## config.mk

```make
export PLATFORM = sky130hd
export DESIGN_NAME = mem_arbiter_flat
export DESIGN_NICKNAME = d
export VERILOG_FILES = /design/src/rtl/mem_arb_pkg.sv /design/src/rtl/mem_arbiter_if.sv /design/src/rtl/mem_arb_pick.sv /design/src/rtl/mem_arbiter.sv /design/src/flat_wrapper.sv
export SDC_FILE = /design/constraint.sdc
export NUM_CORES = 1
export LEC_CHECK = 0
export ABC_CLOCK_PERIOD_IN_PS = 1800
export BUFFER_PORTS_ARGS = -buffer_cell sky130_fd_sc_hd__buf_4
export CORE_AREA = 2 2 96 98
export CTS_CLUSTER_SIZE = 25
export DETAILED_ROUTE_END_ITERATION = 10
export DIE_AREA = 0 0 98 100
export GPL_ROUTABILITY_DRIVEN = 0
export PLACE_DENSITY = 0.78
export SYNTH_ARGS = -nofsm -noshare
export SYNTH_HDL_FRONTEND = slang
export SYNTH_SLANG_ARGS = --single-unit
```

## constraint.sdc

```tcl
create_clock -name clk -period 1.8 [get_ports clk]
set_clock_uncertainty 0.05 [all_clocks]
set_input_delay 0.36 -clock clk [delete_from_list [all_inputs] [get_ports clk]]
set_output_delay 0.36 -clock clk [all_outputs]
set_load 0.02 [all_outputs]
```

## src/rtl/mem_arb_pkg.sv

```systemverilog
// Shared types and default parameters for the two-requester memory arbiter.
// Imported by the interface, the winner-select sub-module and the top.
package mem_arb_pkg;

  localparam int ADDR_W_DEF       = 12;
  localparam int MEM_LATENCY_DEF  = 1;
  localparam int STARVE_LIMIT_DEF = 4;

  // Widths sized for the legal maxima (latency 4, starve limit 15).
  localparam int CNT_W    = 3;
  localparam int STARVE_W = 4;

  typedef enum logic {
    IDLE = 1'b0,
    WAIT = 1'b1
  } state_e;

  typedef enum logic {
    OWN_I = 1'b0,
    OWN_D = 1'b1
  } owner_e;

endpackage

```

## src/rtl/mem_arbiter_if.sv

```systemverilog
// Requester handshakes plus single-port memory bus for mem_arbiter.
// slave = arbiter view, master = requesters/memory view.
interface mem_arbiter_if
  import mem_arb_pkg::*;
#(
  parameter int ADDR_W = ADDR_W_DEF
) ();

  logic              i_req;
  logic [31:0]       i_addr;
  logic              i_gnt;
  logic              i_valid;
  logic [31:0]       i_rdata;

  logic              d_req;
  logic              d_wren;
  logic [31:0]       d_addr;
  logic [31:0]       d_wdata;
  logic              d_gnt;
  logic              d_valid;
  logic [31:0]       d_rdata;

  logic              mem_en;
  logic              mem_wren;
  logic [ADDR_W-1:0] mem_addr;
  logic [31:0]       mem_data;
  logic [31:0]       mem_q;

  logic              busy;

  modport slave (
    input  i_req, i_addr, d_req, d_wren, d_addr, d_wdata, mem_q,
    output i_gnt, i_valid, i_rdata, d_gnt, d_valid, d_rdata,
    output mem_en, mem_wren, mem_addr, mem_data, busy
  );

  modport master (
    output i_req, i_addr, d_req, d_wren, d_addr, d_wdata, mem_q,
    input  i_gnt, i_valid, i_rdata, d_gnt, d_valid, d_rdata,
    input  mem_en, mem_wren, mem_addr, mem_data, busy
  );

endinterface

```

## src/rtl/mem_arb_pick.sv

```systemverilog
// Combinational winner select: data has priority unless fetch has been
// starved for STARVE_LIMIT consecutive data grants.
module mem_arb_pick
  import mem_arb_pkg::*;
#(
  parameter int STARVE_LIMIT = STARVE_LIMIT_DEF
) (
  input  logic                i_req,
  input  logic                d_req,
  input  logic [STARVE_W-1:0] starve_cnt,
  output logic                o_any,
  output owner_e              o_owner
);

  logic w_starved;

  always_comb begin
    w_starved = (starve_cnt >= STARVE_W'(STARVE_LIMIT));
    o_any     = i_req | d_req;
    o_owner   = OWN_D;
    if (i_req && (!d_req || w_starved)) begin
      o_owner = OWN_I;
    end
  end

endmodule

```

## src/rtl/mem_arbiter.sv

```systemverilog
// Two-requester (fetch/data) arbiter for a single-port memory, one access
// outstanding at a time, fixed MEM_LATENCY read data return.
//
// state | meaning
// IDLE  | no access in flight; a request is granted combinationally
// WAIT  | access in flight, cnt counts up to MEM_LATENCY then responds
module mem_arbiter
  import mem_arb_pkg::*;
#(
  parameter int ADDR_W       = ADDR_W_DEF,
  parameter int MEM_LATENCY  = MEM_LATENCY_DEF,
  parameter int STARVE_LIMIT = STARVE_LIMIT_DEF
) (
  input logic          clk,
  input logic          rst,
  mem_arbiter_if.slave bus
);

  state_e              r_state;
  state_e              w_state_nxt;
  logic [CNT_W-1:0]    r_cnt;
  logic [CNT_W-1:0]    w_cnt_nxt;
  logic [STARVE_W-1:0] r_starve;
  logic [STARVE_W-1:0] w_starve_nxt;

  owner_e              r_owner;
  logic [ADDR_W-1:0]   r_addr;
  logic [31:0]         r_data;
  logic                r_wren;

  logic                w_pick_any;
  owner_e              w_pick_own;
  logic                w_grant_i;
  logic                w_grant_d;
  logic                w_mem_en;
  logic                w_mem_wren;
  logic [ADDR_W-1:0]   w_mem_addr;
  logic [31:0]         w_mem_data;
  logic                w_done;
  logic                w_i_valid;
  logic                w_d_valid;

  mem_arb_pick #(
    .STARVE_LIMIT(STARVE_LIMIT)
  ) u_pick (
    .i_req     (bus.i_req),
    .d_req     (bus.d_req),
    .starve_cnt(r_starve),
    .o_any     (w_pick_any),
    .o_owner   (w_pick_own)
  );

  always_ff @(posedge clk or posedge rst) begin
    if (rst) begin
      r_state  <= IDLE;
      r_cnt    <= '0;
      r_starve <= '0;
    end else begin
      r_state  <= w_state_nxt;
      r_cnt    <= w_cnt_nxt;
      r_starve <= w_starve_nxt;
    end
  end

  // Grant path is gated with rst so every output is 0 while reset is held.
  always_comb begin
    w_state_nxt  = r_state;
    w_cnt_nxt    = r_cnt;
    w_starve_nxt = r_starve;
    w_grant_i    = 1'b0;
    w_grant_d    = 1'b0;
    w_mem_en     = 1'b0;
    w_mem_wren   = 1'b0;
    w_mem_addr   = '0;
    w_mem_data   = '0;
    w_done       = 1'b0;
    case (r_state)
      IDLE: begin
        if (w_pick_any && !rst) begin
          w_mem_en    = 1'b1;
          w_state_nxt = WAIT;
          w_cnt_nxt   = CNT_W'(1);
          if (w_pick_own == OWN_D) begin
            w_grant_d  = 1'b1;
            w_mem_addr = bus.d_addr[ADDR_W-1:0];
            w_mem_data = bus.d_wdata;
            w_mem_wren = bus.d_wren;
            if (bus.i_req && (r_starve < STARVE_W'(STARVE_LIMIT))) begin
              w_starve_nxt = r_starve + 1'b1;
            end
          end else begin
            w_grant_i    = 1'b1;
            w_mem_addr   = bus.i_addr[ADDR_W-1:0];
            w_starve_nxt = '0;
          end
        end
      end
      WAIT: begin
        w_mem_en   = 1'b1;
        w_mem_addr = r_addr;
        w_mem_data = r_data;
        if (r_cnt == CNT_W'(MEM_LATENCY)) begin
          w_done      = 1'b1;
          w_state_nxt = IDLE;
          w_cnt_nxt   = '0;
        end else begin
          w_cnt_nxt = r_cnt + 1'b1;
        end
      end
      default: begin
        w_state_nxt = IDLE;
        w_cnt_nxt   = '0;
      end
    endcase
  end

  always_ff @(posedge clk or posedge rst) begin
    if (rst) begin
      r_owner <= OWN_I;
      r_addr  <= '0;
      r_data  <= '0;
      r_wren  <= 1'b0;
    end else if (w_grant_i || w_grant_d) begin
      r_owner <= w_grant_d ? OWN_D : OWN_I;
      r_addr  <= w_mem_addr;
      r_data  <= w_mem_data;
      r_wren  <= w_mem_wren;
    end
  end

  assign w_i_valid = w_done && (r_owner == OWN_I);
  assign w_d_valid = w_done && (r_owner == OWN_D);

  assign bus.i_gnt    = w_grant_i;
  assign bus.d_gnt    = w_grant_d;
  assign bus.i_valid  = w_i_valid;
  assign bus.d_valid  = w_d_valid;
  // Writes return zero; read data passes straight from the memory port.
  assign bus.i_rdata  = w_i_valid ? bus.mem_q : 32'h0;
  assign bus.d_rdata  = (w_d_valid && !r_wren) ? bus.mem_q : 32'h0;
  assign bus.mem_en   = w_mem_en;
  assign bus.mem_wren = w_mem_wren;
  assign bus.mem_addr = w_mem_addr;
  assign bus.mem_data = w_mem_data;
  assign bus.busy     = (r_state == WAIT);

endmodule

```

## src/flat_wrapper.sv

```systemverilog
// flat-port wrapper written by rule: the top's interface ports become plain ports
module mem_arbiter_flat import mem_arb_pkg::*;
#(
  parameter int ADDR_W       = ADDR_W_DEF,
  parameter int MEM_LATENCY  = MEM_LATENCY_DEF,
  parameter int STARVE_LIMIT = STARVE_LIMIT_DEF
)
  (clk, rst, bus_i_req, bus_i_addr, bus_d_req, bus_d_wren, bus_d_addr, bus_d_wdata, bus_mem_q, bus_i_gnt, bus_i_valid, bus_i_rdata, bus_d_gnt, bus_d_valid, bus_d_rdata, bus_mem_en, bus_mem_wren, bus_mem_addr, bus_mem_data, bus_busy);
  mem_arbiter_if #(.ADDR_W(ADDR_W)) bus_i ();
  input logic clk;
  input logic rst;
  input wire logic [$bits(bus_i.i_req)-1:0] bus_i_req;
  input wire logic [$bits(bus_i.i_addr)-1:0] bus_i_addr;
  input wire logic [$bits(bus_i.d_req)-1:0] bus_d_req;
  input wire logic [$bits(bus_i.d_wren)-1:0] bus_d_wren;
  input wire logic [$bits(bus_i.d_addr)-1:0] bus_d_addr;
  input wire logic [$bits(bus_i.d_wdata)-1:0] bus_d_wdata;
  input wire logic [$bits(bus_i.mem_q)-1:0] bus_mem_q;
  output wire logic [$bits(bus_i.i_gnt)-1:0] bus_i_gnt;
  output wire logic [$bits(bus_i.i_valid)-1:0] bus_i_valid;
  output wire logic [$bits(bus_i.i_rdata)-1:0] bus_i_rdata;
  output wire logic [$bits(bus_i.d_gnt)-1:0] bus_d_gnt;
  output wire logic [$bits(bus_i.d_valid)-1:0] bus_d_valid;
  output wire logic [$bits(bus_i.d_rdata)-1:0] bus_d_rdata;
  output wire logic [$bits(bus_i.mem_en)-1:0] bus_mem_en;
  output wire logic [$bits(bus_i.mem_wren)-1:0] bus_mem_wren;
  output wire logic [$bits(bus_i.mem_addr)-1:0] bus_mem_addr;
  output wire logic [$bits(bus_i.mem_data)-1:0] bus_mem_data;
  output wire logic [$bits(bus_i.busy)-1:0] bus_busy;
  assign bus_i.i_req = bus_i_req;
  assign bus_i.i_addr = bus_i_addr;
  assign bus_i.d_req = bus_d_req;
  assign bus_i.d_wren = bus_d_wren;
  assign bus_i.d_addr = bus_d_addr;
  assign bus_i.d_wdata = bus_d_wdata;
  assign bus_i.mem_q = bus_mem_q;
  assign bus_i_gnt = bus_i.i_gnt;
  assign bus_i_valid = bus_i.i_valid;
  assign bus_i_rdata = bus_i.i_rdata;
  assign bus_d_gnt = bus_i.d_gnt;
  assign bus_d_valid = bus_i.d_valid;
  assign bus_d_rdata = bus_i.d_rdata;
  assign bus_mem_en = bus_i.mem_en;
  assign bus_mem_wren = bus_i.mem_wren;
  assign bus_mem_addr = bus_i.mem_addr;
  assign bus_mem_data = bus_i.mem_data;
  assign bus_busy = bus_i.busy;
  mem_arbiter #(.ADDR_W(ADDR_W), .MEM_LATENCY(MEM_LATENCY), .STARVE_LIMIT(STARVE_LIMIT)) u_core (.clk(clk), .rst(rst), .bus(bus_i));
endmodule
```

After elaboration in Yosys (flattened, before gate mapping). Cells that the tools add are included.

Add/sub/neg operators: 2. $lt $le $gt $ge: 2. Equality and inequality tests: 2. Multiplexer cells: 29. Bitwise logic cells: 3. Reductions and logical operators: 13.

Operator list (number): $mux 32 (4); $pmux 32 s2 (1); $mux 12 (2); $pmux 12 s2 (1); $mux 1 (14); $mux 4 (2); $logic_and 1x1->1 (6); $mux 3 (2); $pmux 3 s2 (1); $add 4x1->4 const B (1); $ge 4x3->1 const B (1); $lt 4x3->1 const B (1); $pmux 1 s2 (2); $add 3x1->3 const B (1); $eq 3x1->1 const B (1); $logic_not 1->1 (3); $reduce_and 3->1 (1); $logic_or 1x1->1 (2); $ne 2x1->1 const B (1); $not 1->1 (2); $reduce_bool 2->1 (1); $or 1x1->1 (1).

Flip-flop bits (word level): 54. Output and inout port bits: 115.

Longest topological paths before layout. Gate-level depths: netlist of run 1.

Word-level depth: 7. Gate-level depth with buffers: 6.

Cells and area by module. A second synthesis of run 1 with hierarchy kept.

Cell total of the unflattened synthesis: 298. Area total of the unflattened synthesis: 3079.2 um^2.

By module, submodules not included: mem_arbiter (instances 1, cells each 295, area each 3056.7 um^2); mem_arb_pick (instances 1, cells each 3, area each 22.5 um^2).

Worst setup path before layout of run 1. Ideal clock, no wire load.

Path kind: reg-to-output. Start: register u_core.r_state, in the netlist u_core.bus.busy. End: output port bus_mem_data[30]. Arrival time: 1.595 ns. Required time: 1.390 ns. Path slack: -0.205 ns. Stages on the path, launching flop included: 7. Buffers on the path: 3. Cell sequence: dfrtp_1 -> buf_2 -> nor2_1 -> and3_1 -> buf_2 -> buf_2 -> a22o_1.

Word-level cells in the longest chain between the ends: 2.

Ends and longest elaborated chain: start: declaration (line mem_arbiter.sv:19) `state_e r_state;`; start signal: assignment (line mem_arbiter.sv:59) `r_state <= w_state_nxt;`; $not 1->1 (line mem_arbiter.sv:77) `case (r_state)`; $pmux 32 s2 * (line mem_arbiter.sv:77); end: declaration (line flat_wrapper.sv:28) `output wire logic [$bits(bus_i.mem_data)-1:0] bus_mem_data;`.

Mark *: on every way between the ends. The rest lies on a longest branch, timed or not.

Worst setup path in the final report of run 1.
Start: register u_core.r_starve[3]. End: output port bus_mem_addr[2].

Word-level cells in the longest chain between the ends: 6.

Ends and longest elaborated chain: start: declaration (line mem_arbiter.sv:23) `logic [STARVE_W-1:0] r_starve;`; start signal: assignment (line mem_arbiter.sv:61) `r_starve <= w_starve_nxt;`; $ge 4x3->1 (line mem_arb_pick.sv:18) `w_starved = (starve_cnt >= STARVE_W'(STARVE_LIMIT));`; $logic_or 1x1->1 (line mem_arb_pick.sv:21) `if (i_req && (!d_req || w_starved)) begin`; $logic_and 1x1->1 (line mem_arb_pick.sv:21); $mux 12 (line mem_arbiter.sv:83) `if (w_pick_own == OWN_D) begin`; $mux 12 (line mem_arbiter.sv:79) `if (w_pick_any && !rst) begin`; $pmux 12 s2 (line mem_arbiter.sv:77); end: declaration (line flat_wrapper.sv:27) `output wire logic [$bits(bus_i.mem_addr)-1:0] bus_mem_addr;`.

No other way between the ends.

==> results of run 1 <==
[power by group]
group	total (mW)	internal, mW	leakage, nW	switching [mW]
clock	0.721	0.310	0.0472	0.411
sequential	2.24	1.78	0.685	0.464
combinational	7.12	4.04	2.40	3.08
[path summary, 6_finish.rpt]
| path | end | slack, ns | cells past startpoint |
|---|---|---|---|
| worst min register to register | u_core.r_starve[1] | 0.47 | 1 |
| worst max register to register | u_core.r_addr[7] | -0.03 | 8 |
| min in group clk | u_core.r_data[22] | 0.23 | 2 |
| worst min-delay path | u_core.r_data[1] | 0.01 | 2 |
| max in group asynchronous | u_core.bus.busy | 1.15 | 3 |
| worst max-delay path | bus_mem_addr[2] | -0.51 | 7 |
[metrics by stage]
stage / setup slack (ns) / hold slack [ns] / power [mW] / util
final: -0.512 / 0.0145 / 10.1 / 0.706
after CTS: -0.408 / 0.0145 / 9.65 / 0.674
after global routing: -0.557 / 0.0254 / 10.5 / 0.706
after global placement: -0.140 / 0.337 / 7.54 / 0.586
after floorplan: -0.0407 / 0.415 / 5.65 / -
after detailed placement: -0.152 / 0.346 / 7.64 / 0.586
[area by class of cell]
class | instances | area [um2]
Clock buffer | 6 | 82.6
Clock inverter | 2 | 12.5
Fill cell | 584 | 2620
Inverter | 2 | 7.51
Multi-Input combinational cell | 198 | 2080
Sequential cell | 54 | 1350
Tap cell | 111 | 139
Timing Repair Buffer | 258 | 2600
[synthesized netlist by cell type, types with 2 or more instances]
cell type / count / share of area
a21oi_1: 2 / 0.0033
a221o_1: 24 / 0.080
a22o_1: 66 / 0.19
and2_1: 67 / 0.14
and3_1: 12 / 0.025
buf_2: 15 / 0.025
clkbuf_1: 12 / 0.015
dfrtp_1: 54 / 0.45
inv_1: 2 / 0.0025
nand2_1: 3 / 0.0038
nor2_1: 5 / 0.0063
nor2b_1: 2 / 0.0042
o21ai_0: 3 / 0.0050
[timing repair]
| item | 4_1_cts | 5_1_grt |
|---|---|---|
| pin swaps | 45 | 32 |
| resized for setup | 150 | 66 |
| hold endpoints to repair | 0 | 0 |
| setup buffers | 6 | 12 |
| setup endpoints to repair | 113 | 115 |
| cloned | 9 | 4 |
[kinds of logic after synthesis]
family | count (synthesis) | share of synthesized area
flip-flops | 54 | 0.450
AO/OA/AOI/OAI | 100 | 0.295
buffers and inverters | 31 | 0.0488
AND/OR/NAND/NOR | 96 | 0.202
adder cells (fa/ha/maj) | 1 | 0.00417
[flip-flops by register name, indices dropped and copies added (netlist names)]
| name | cells |
|---|---|
| u_core.bus.busy | 1 |
| u_core.r_addr | 12 |
| u_core.r_cnt | 3 |
| u_core.r_data | 32 |
| u_core.r_owner | 1 |
| u_core.r_starve | 4 |
| u_core.r_wren | 1 |
[metal layers]
metal / track usage / up-vias / part of all wire
met5: 0 / - / 0
met4: 0.0620 / 0 / 0.016
met2: 0.401 / 145 / 0.53
li1: - / 1558 / -
met1: 0.266 / 1715 / 0.39
met3: 0.0481 / 16 / 0.061
==> results.tsv, run 1 <==
metric	value	unit
dieArea	0.00980	mm2
synth_area	0.00300	mm2
pin_count	248	
grt_usage	0.222	
initial_core_util	0.338	
ys_seq_elements	54	
finalWorstSetupSlack	-0.512	ns
tritoncts	done	
path_class	reg -> out	
instances_no_fill	631	
setup_tns	-38.71	ns
die_y	100	um
cts_sinks	54	
clkSlewWorstSetupHoldPaths	0.10	ns
fmax	432	MHz
maxCapViolCount	0	
cp_slowest_cell	dfrtp_1	
htree_levels	2	
required	1.39	ns
clk_path_buf_depth	2	
ys_async_sr_fraction	1.00	
pwr_density_cell	1610	mW/mm2
grt_pass1_wl	17500	um
root_buffer	clkbuf_8	
syn_inst	282	
r2r_start	u_core.r_starve[3]	
path_buf_inv	4	
die_w	98	um
first_global_vias	3452	
detail-route-antenna-nets	0	
wirelength	12300	um
port_buffers	207	
finalCriticalPeriod	2.31	ns
wire_per_inst	19.5	um
critPathCaptureType	output port	
maxSlewViolCount	0	
vias	3434	
first_iter_violations	129	
cts_hold_buf	0	
first_pass_iters	4	
via_per_inst	5.44	
n_antenna_cell	0	
drive_gt1_frac	0.746	
dp_hpwl	7120	um
syn_nets	416	
synthToLayoutAreaGrowth	109	%
leakagePower	3.13	nW
synth_edf_count	0	
num-nets-final	653	
place_area	0.00521	mm2
grt.overflow.total	0	
critPathMaxFanout	6	
yosysSeqAreaShare	0.450	
hold_violations	0	
status	finished, violations left	
period_share	1.28	
cts_buffers	5	
fp-row-count	35	
grt_max_degree	42	
crit_top_cell	buf_6	
peakVddDrop	0.872	mV
clk_latency	0.31	ns
rsz0062_at_grt	true	
failed_checks	setup timing	
place_inst	596	
worstMarginPinSlew	0.517	ns
antenna_found_initial	0	
postLayoutCellArea	0.00627	mm2
drc	0	
cpPeakStageDelay	0.43	ns
mostFrequentLayoutCell	buf_4	
crit_start	u_core.r_starve[3]	
setup_viol	117	
startpoint_type	flop	
critical_path.cell_chain	buf_6, o21ai_2, and3_4, buf_4, clkbuf_16, a221o_1, buf_6	
core_area	0.00889	mm2
synth_ff_type	dfrtp_1	
critPathArrivalTime	1.90	ns
avgSynthCellArea	10.6	um2
ys.warnings.count	0	
synth_cell_type_count	28	
crit_family	buffers and inverters	
hold_class	in -> async	
final_cell_mix	buf_4 (128), buf_6 (114), and2_4 (64)	
relSlewSlack	0.654	
Power figures use the tool's default switching activity.
==> run 2, diff against run 1 <==
- CELL_PAD_IN_SITES_DETAIL_PLACEMENT: not set -> 2
- CELL_PAD_IN_SITES_GLOBAL_PLACEMENT: not set -> 2
- CORE_AREA: 2 2 96 98 -> 2 2 116 146
- DIE_AREA: 0 0 98 100 -> 0 0 118 148
- PLACE_DENSITY: 0.78 -> 0.8
==> results.tsv, run 2 (synthesis results as in run 1) <==
metric	value	unit	change
antenna_found_initial	1		was 0
cts_buffers	5		unchanged
final_cell_mix	buf_4 (130), buf_6 (123), and2_4 (60)		was buf_4 (128), buf_6 (114), and2_4 (64)
root_buffer	clkbuf_16		was clkbuf_8
maxSlewViolCount	0		unchanged
largest_reg_flops	32		unchanged
synthToLayoutAreaGrowth	123	%	was 109%
hold_violations	0		unchanged
status	finished, violations left		unchanged
grt_max_degree	30		was 42
critPathArrivalTime	1.84	ns	was 1.90 ns
rsz0062_at_grt	true		unchanged
netSwitchingPower	4.32	mW	was 3.95 mW
regMostFlops	u_core.r_data		unchanged
wirelength	16600	um	was 12300 um
grt_pass1_wl	25500	um	was 17500 um
clkSlewWorstSetupHoldPaths	0.08	ns	was 0.10 ns
path_class	reg -> out		unchanged
finalWorstSetupSlack	-0.451	ns	was -0.512 ns
relSlewSlack	0.510		was 0.654
vias	3524		was 3434
place_inst	710		was 596
drive_gt1_frac	0.758		was 0.746
fp-row-count	52		was 35
startpoint_type	flop		unchanged
die_w	118	um	was 98 um
detail-route-antenna-nets	0		unchanged
setup_tns	-37.90	ns	was -38.71 ns
sw_frac_of_total	0.394		was 0.392
htree_levels	2		unchanged
first_iter_violations	103		was 129
cts_sinks	54		unchanged
worstMarginPinSlew	0.732	ns	was 0.517 ns
instances_no_fill	754		was 631
core_area	0.0161	mm2	was 0.00889 mm2
first_pass_iters	4		unchanged
port_buffers	207		unchanged
peakVddDrop	0.683	mV	was 0.872 mV
setup_viol	112		was 117
required	1.39	ns	about the same
top_regs	u_core.r_data x32, u_core.r_addr x12, u_core.r_starve x4		unchanged
critPathMaxFanout	7		was 6
wire_per_inst	22.1	um	was 19.5 um
first_global_vias	4122		was 3452
fillers	1654		was 584
die_y	148	um	was 100 um
p_int	6.63	mW	was 6.13 mW
failed_checks	setup timing		unchanged
clkPwrFrac	0.094		was 0.072
grt_usage	0.189		was 0.222
hold_class	in -> reg		was in -> async
maxCapViolCount	0		unchanged
fmax	444	MHz	was 432 MHz
drc	0		unchanged
pwr_density_cell	1640	mW/mm2	was 1610 mW/mm2
grt.overflow.total	0		unchanged
finalCriticalPeriod	2.25	ns	was 2.31 ns
seq_power_share	0.207		was 0.222
clk_path_buf_depth	2		unchanged
period_share	1.25		was 1.28
dieArea	0.0175	mm2	was 0.00980 mm2
via_per_inst	4.67		was 5.44
combinationalPowerShare	0.699		was 0.706
clk_latency	0.30	ns	was 0.31 ns
tritoncts	done		unchanged
initial_core_util	0.187		was 0.338
leakagePower	3.25	nW	was 3.13 nW
mostFrequentLayoutCell	buf_4		unchanged
pin_count	248		unchanged
num-nets-final	670		was 653
dp_hpwl	10000	um	was 7120 um
critPathCaptureType	output port		unchanged
-- run 2: cell count changes in the layout (fill, tap and decap cells not counted), moves of 2 or more --
cell and change:
buf_6 +9, buf_12 +6, clkbuf_8 -5, and2_2 +4
and2_4 -4, buf_8 +3, buf_4 +2, clkbuf_16 +2
-- run 2: final cells by class --
class	instances	area, um2	share of cell area
antenna	1	2.50	0.000374
clock buffer	6	139	0.0208
clock inverter	2	16.3	0.00243
inverter	2	7.51	0.00112
multi-input combinational	198	2090	0.312
sequential	54	1350	0.202
tap	216	270	0.0404
timing repair buffer	275	2810	0.420
-- run 2: what timing repair did --
item	in CTS	in global routing
endpoints found under the setup margin	113	134
pin swaps	69	22
gates cloned	12	2
gates resized for setup	207	23
hold buffers	0	0
setup buffers	25	6
-- run 2: path summary, 6_finish.rpt --
path / startpoint / endpoint / slack, ns / cells past startpoint
worst max-delay path: u_core.r_starve[2] / bus_mem_addr[9] / -0.45 / 4
worst min-delay path: bus_d_wdata[7] / u_core.r_data[7] / 0.25 / 2
worst max register to register: u_core.r_starve[2] / u_core.r_wren / 0.05 / 9
worst min register to register: u_core.r_addr[6] / u_core.r_addr[6] / 0.48 / 1
max in group asynchronous: rst / u_core.bus.busy / 1.11 / 4
min in group asynchronous: rst / u_core.r_starve[3] / 0.27 / 4
-- run 2: power groups by stage --
stage / clock network [mW] / registers [mW] / logic, mW
floorplan: 0 / 2.11 / 3.54
global placement: 0 / 2.20 / 5.54
detailed placement: 0 / 2.24 / 5.71
CTS: 1.06 / 2.25 / 7.67
global route: 1.11 / 2.35 / 8.04
finish: 1.03 / 2.27 / 7.65
-- run 2: critical path, stage by stage (launching register included) --
cell     delay [ns]
dfrtp_1        0.42
or3b_4         0.49
and3_4         0.18
a221o_1        0.30
buf_6          0.15
-- run 2: layer usage --
metal / global-route usage / wire (um) / share of wire
met4: 0.0392 / 165 / 0.0099
met1: 0.189 / 5730 / 0.34
met3: 0.0401 / 797 / 0.048
met5: 0 / 0 / 0
met2: 0.391 / 9950 / 0.60
-- run 2: metrics by stage --
step,cell area [um2],hold slack (ns),total power [mW],setup slack [ns],util
floorplan,3400,0.415,5.65,-0.0407,-
finish,6680,0.250,10.9,-0.451,0.416
CTS,6770,0.241,11.0,-0.457,0.421
detailed placement,5390,0.455,7.95,-0.203,0.336
global placement,5390,0.429,7.74,-0.192,0.336
global route,6680,0.243,11.5,-0.518,0.416
==> run 3, diff against run 2 <==
- ABC_AREA: not set -> 1
- CORE_AREA: 2 2 116 146 -> 2 2 125 158
- DIE_AREA: 0 0 118 148 -> 0 0 127 160
- PLACE_DENSITY: 0.8 -> 0.78
==> results.tsv, run 3 <==
metric	value	unit	change
status	finished, violations left		unchanged
failed_checks	setup timing		unchanged
n_antenna_cell	0		was 1
crit_start	u_core.r_starve[3]		was u_core.r_starve[2]
peakVddDrop	0.563	mV	was 0.683 mV
leakagePower	3.49	nW	was 3.25 nW
synth_most_common_cell	inv_1		was and2_1
period_share	1.19		was 1.25
hold_violations	0		unchanged
maxSlewViolCount	0		unchanged
synth_common_cells	inv_1 (76), nand3_1 (74), o21ai_0 (73)		was and2_1 (67), a22o_1 (66), dfrtp_1 (54)
worstMarginPinSlew	0.740	ns	was 0.732 ns
tritoncts	done		unchanged
finalWorstSetupSlack	-0.336	ns	was -0.451 ns
r2r_slack	0.04	ns	was 0.05 ns
fp-row-count	57		was 52
antenna_found_initial	0		was 1
synth_cell_type_count	20		was 28
pwr_density_cell	1430	mW/mm2	was 1640 mW/mm2
grt_max_degree	55		was 30
die_y	160	um	was 148 um
final_cell_mix	buf_4 (166), buf_6 (98), inv_1 (70)		was buf_4 (130), buf_6 (123), and2_4 (60)
critPathCaptureType	output port		unchanged
clk_latency	0.31	ns	was 0.30 ns
rr_worst_depth	8		was 9
hold_class	in -> reg		unchanged
startpoint_type	flop		unchanged
netlist.area_leader.share	0.430		was 0.450
first_iter_violations	138		was 103
synth.area.top_cells	dfrtp_1 (43%), nand3_1 (12%), o21ai_0 (12%)		was dfrtp_1 (45%), a22o_1 (19%), and2_1 (14%)
mostFrequentLayoutCell	buf_4		unchanged
htree_levels	2		unchanged
cp_slowest_cell	dfrtp_1		was or3b_4
largest_reg_flops	32		unchanged
cts_buffers	5		unchanged
cts_hold_buf	0		unchanged
drc	0		unchanged
dieArea	0.0203	mm2	was 0.0175 mm2
top_regs	u_core.r_data x32, u_core.r_addr x12, u_core.r_starve x4		unchanged
first_global_vias	4589		was 4122
first_pass_iters	4		unchanged
cts_sinks	54		unchanged
synth_ff_type	dfrtp_1		unchanged
fin_util	0.385		was 0.416
relSlewSlack	0.507		was 0.510
cpPeakStageDelay	0.40	ns	was 0.49 ns
fillers	2040		was 1654
required	1.39	ns	about the same
initial_core_util	0.166		was 0.187
min_from	bus_d_wdata[10]		was bus_d_wdata[7]
wirelength	18500	um	was 16600 um
pin_count	248		unchanged
min_path_cells	3		was 2
critPathMaxFanout	7		unchanged
ys_seq_elements	54		unchanged
rsz0062_at_grt	true		unchanged
finalCriticalPeriod	2.14	ns	was 2.25 ns
synthToLayoutAreaGrowth	132	%	was 123%
place_area	0.00559	mm2	was 0.00539 mm2
r2r_end	u_core.r_addr[11]		was u_core.r_wren
clk_path_buf_depth	2		unchanged
whs_endpoint	u_core.r_data[10]		was u_core.r_data[7]
maxCapViolCount	0		unchanged
instances_no_fill	937		was 754
num-nets-final	834		was 670
postLayoutCellArea	0.00730	mm2	was 0.00668 mm2
yosysSeqAreaShare	0.430		was 0.450
critical_path.cell_chain	nor2_2, nand2_2, nand2_8, buf_16, buf_12, nand3_4, o21ai_4, buf_6		was or3b_4, and3_4, a221o_1, buf_6
port_buffers	207		unchanged
root_buffer	clkbuf_16		unchanged
via_per_inst	4.48		was 4.67
grt.overflow.total	0		unchanged
detail-route-antenna-nets	0		unchanged
critPathArrivalTime	1.73	ns	was 1.84 ns
syn_nets	567		was 416
regMostFlops	u_core.r_data		unchanged
fmax	468	MHz	was 444 MHz
core_area	0.0190	mm2	was 0.0161 mm2
synth_top_area_cell	dfrtp_1		unchanged
synth_edf_count	0		unchanged
r2r_start	u_core.bus.busy		was u_core.r_starve[2]
path_class	reg -> out		unchanged
grt_pass1_wl	25200	um	was 25500 um
drive_gt1_frac	0.642		was 0.758
wire_per_inst	19.8	um	was 22.1 um
ys.warnings.count	0		unchanged
avgSynthCellArea	7.26	um2	was 10.6 um2
synth_area	0.00314	mm2	was 0.00300 mm2
die_w	127	um	was 118 um
clkSlewWorstSetupHoldPaths	0.08	ns	about the same
place_inst	885		was 710
grt_usage	0.158		was 0.189
setup_viol	114		was 112
ys_async_sr_fraction	1.00		unchanged
vias	4197		was 3524
dp_hpwl	10500	um	was 10000 um
syn_inst	433		was 282
-- run 3: kinds of logic after synthesis --
kind of cell,Yosys count,synth area share
compound gates,75,0.121
buf+inv,106,0.151
simple gates,196,0.291
flops,54,0.430
fa+ha+maj,1,0.00398
xor+xnor,1,0.00279
-- run 3: report_power, final --
group          switching, mW  internal (mW)  total [mW]  leakage [nW]
sequential             0.237           1.76        1.99         0.684
clock                  0.527          0.533        1.06        0.0759
combinational           4.13           3.26        7.39          2.73
-- run 3: routing by layer --
metal | global-route usage | wire (um) | vias to the layer above
met1 | 0.179 | 6930 | 2117
met3 | 0.0302 | 774 | 31
li1 | - | - | 1926
met4 | 0.0519 | 444 | 0
met5 | 0 | 0 | -
met2 | 0.295 | 10400 | 123
-- run 3: layout make-up --
| cell class | count | area (um2) | share of cell area |
|---|---|---|---|
| Timing Repair Buffer | 289 | 2930 | 0.401 |
| Sequential cell | 54 | 1350 | 0.185 |
| Multi-Input combinational cell | 273 | 2270 | 0.311 |
| Clock inverter | 3 | 28.8 | 0.00394 |
| Inverter | 77 | 300 | 0.0411 |
| Clock buffer | 5 | 125 | 0.0171 |
| Tap cell | 236 | 295 | 0.0404 |
-- run 3: worst max-delay path, delay by kind of cell (launching register included) --
kind / cells / cell delay, ns
AOI/OAI and AO/OA: 1 / 0.08
buffers and inverters: 3 / 0.41
DFF: 1 / 0.40
and+or+nand+nor: 4 / 0.51
-- run 3: timing repair --
action                     CTS  global route
setup endpoints to repair  114           123
gates resized for setup    104           129
gates cloned                 8             7
buffers inserted            19            14
pin swaps                   24            19
-- run 3: how the worst max path moves through the flow --
stage                                   to  slack, ns
after floorplan                 bus_mem_en      -0.17
after global routing        bus_d_rdata[0]      -0.40
final                     bus_mem_data[30]      -0.34
after detailed placement   bus_mem_addr[1]      -0.44
after global placement     bus_mem_addr[2]      -0.35
after CTS                   bus_d_rdata[8]      -0.29
-- run 3: stage by stage --
stage               TNS [ns]  hold WS [ns]  power [mW]  worst slack (ns)
detailed placement    -14.86         0.441        7.39            -0.437
global placement      -11.81         0.431        7.24            -0.346
floorplan              -4.80         0.394        5.19            -0.169
global route          -40.02         0.268        11.1            -0.403
CTS                   -27.10         0.242        9.48            -0.293
finish                -30.91         0.260        10.4            -0.336
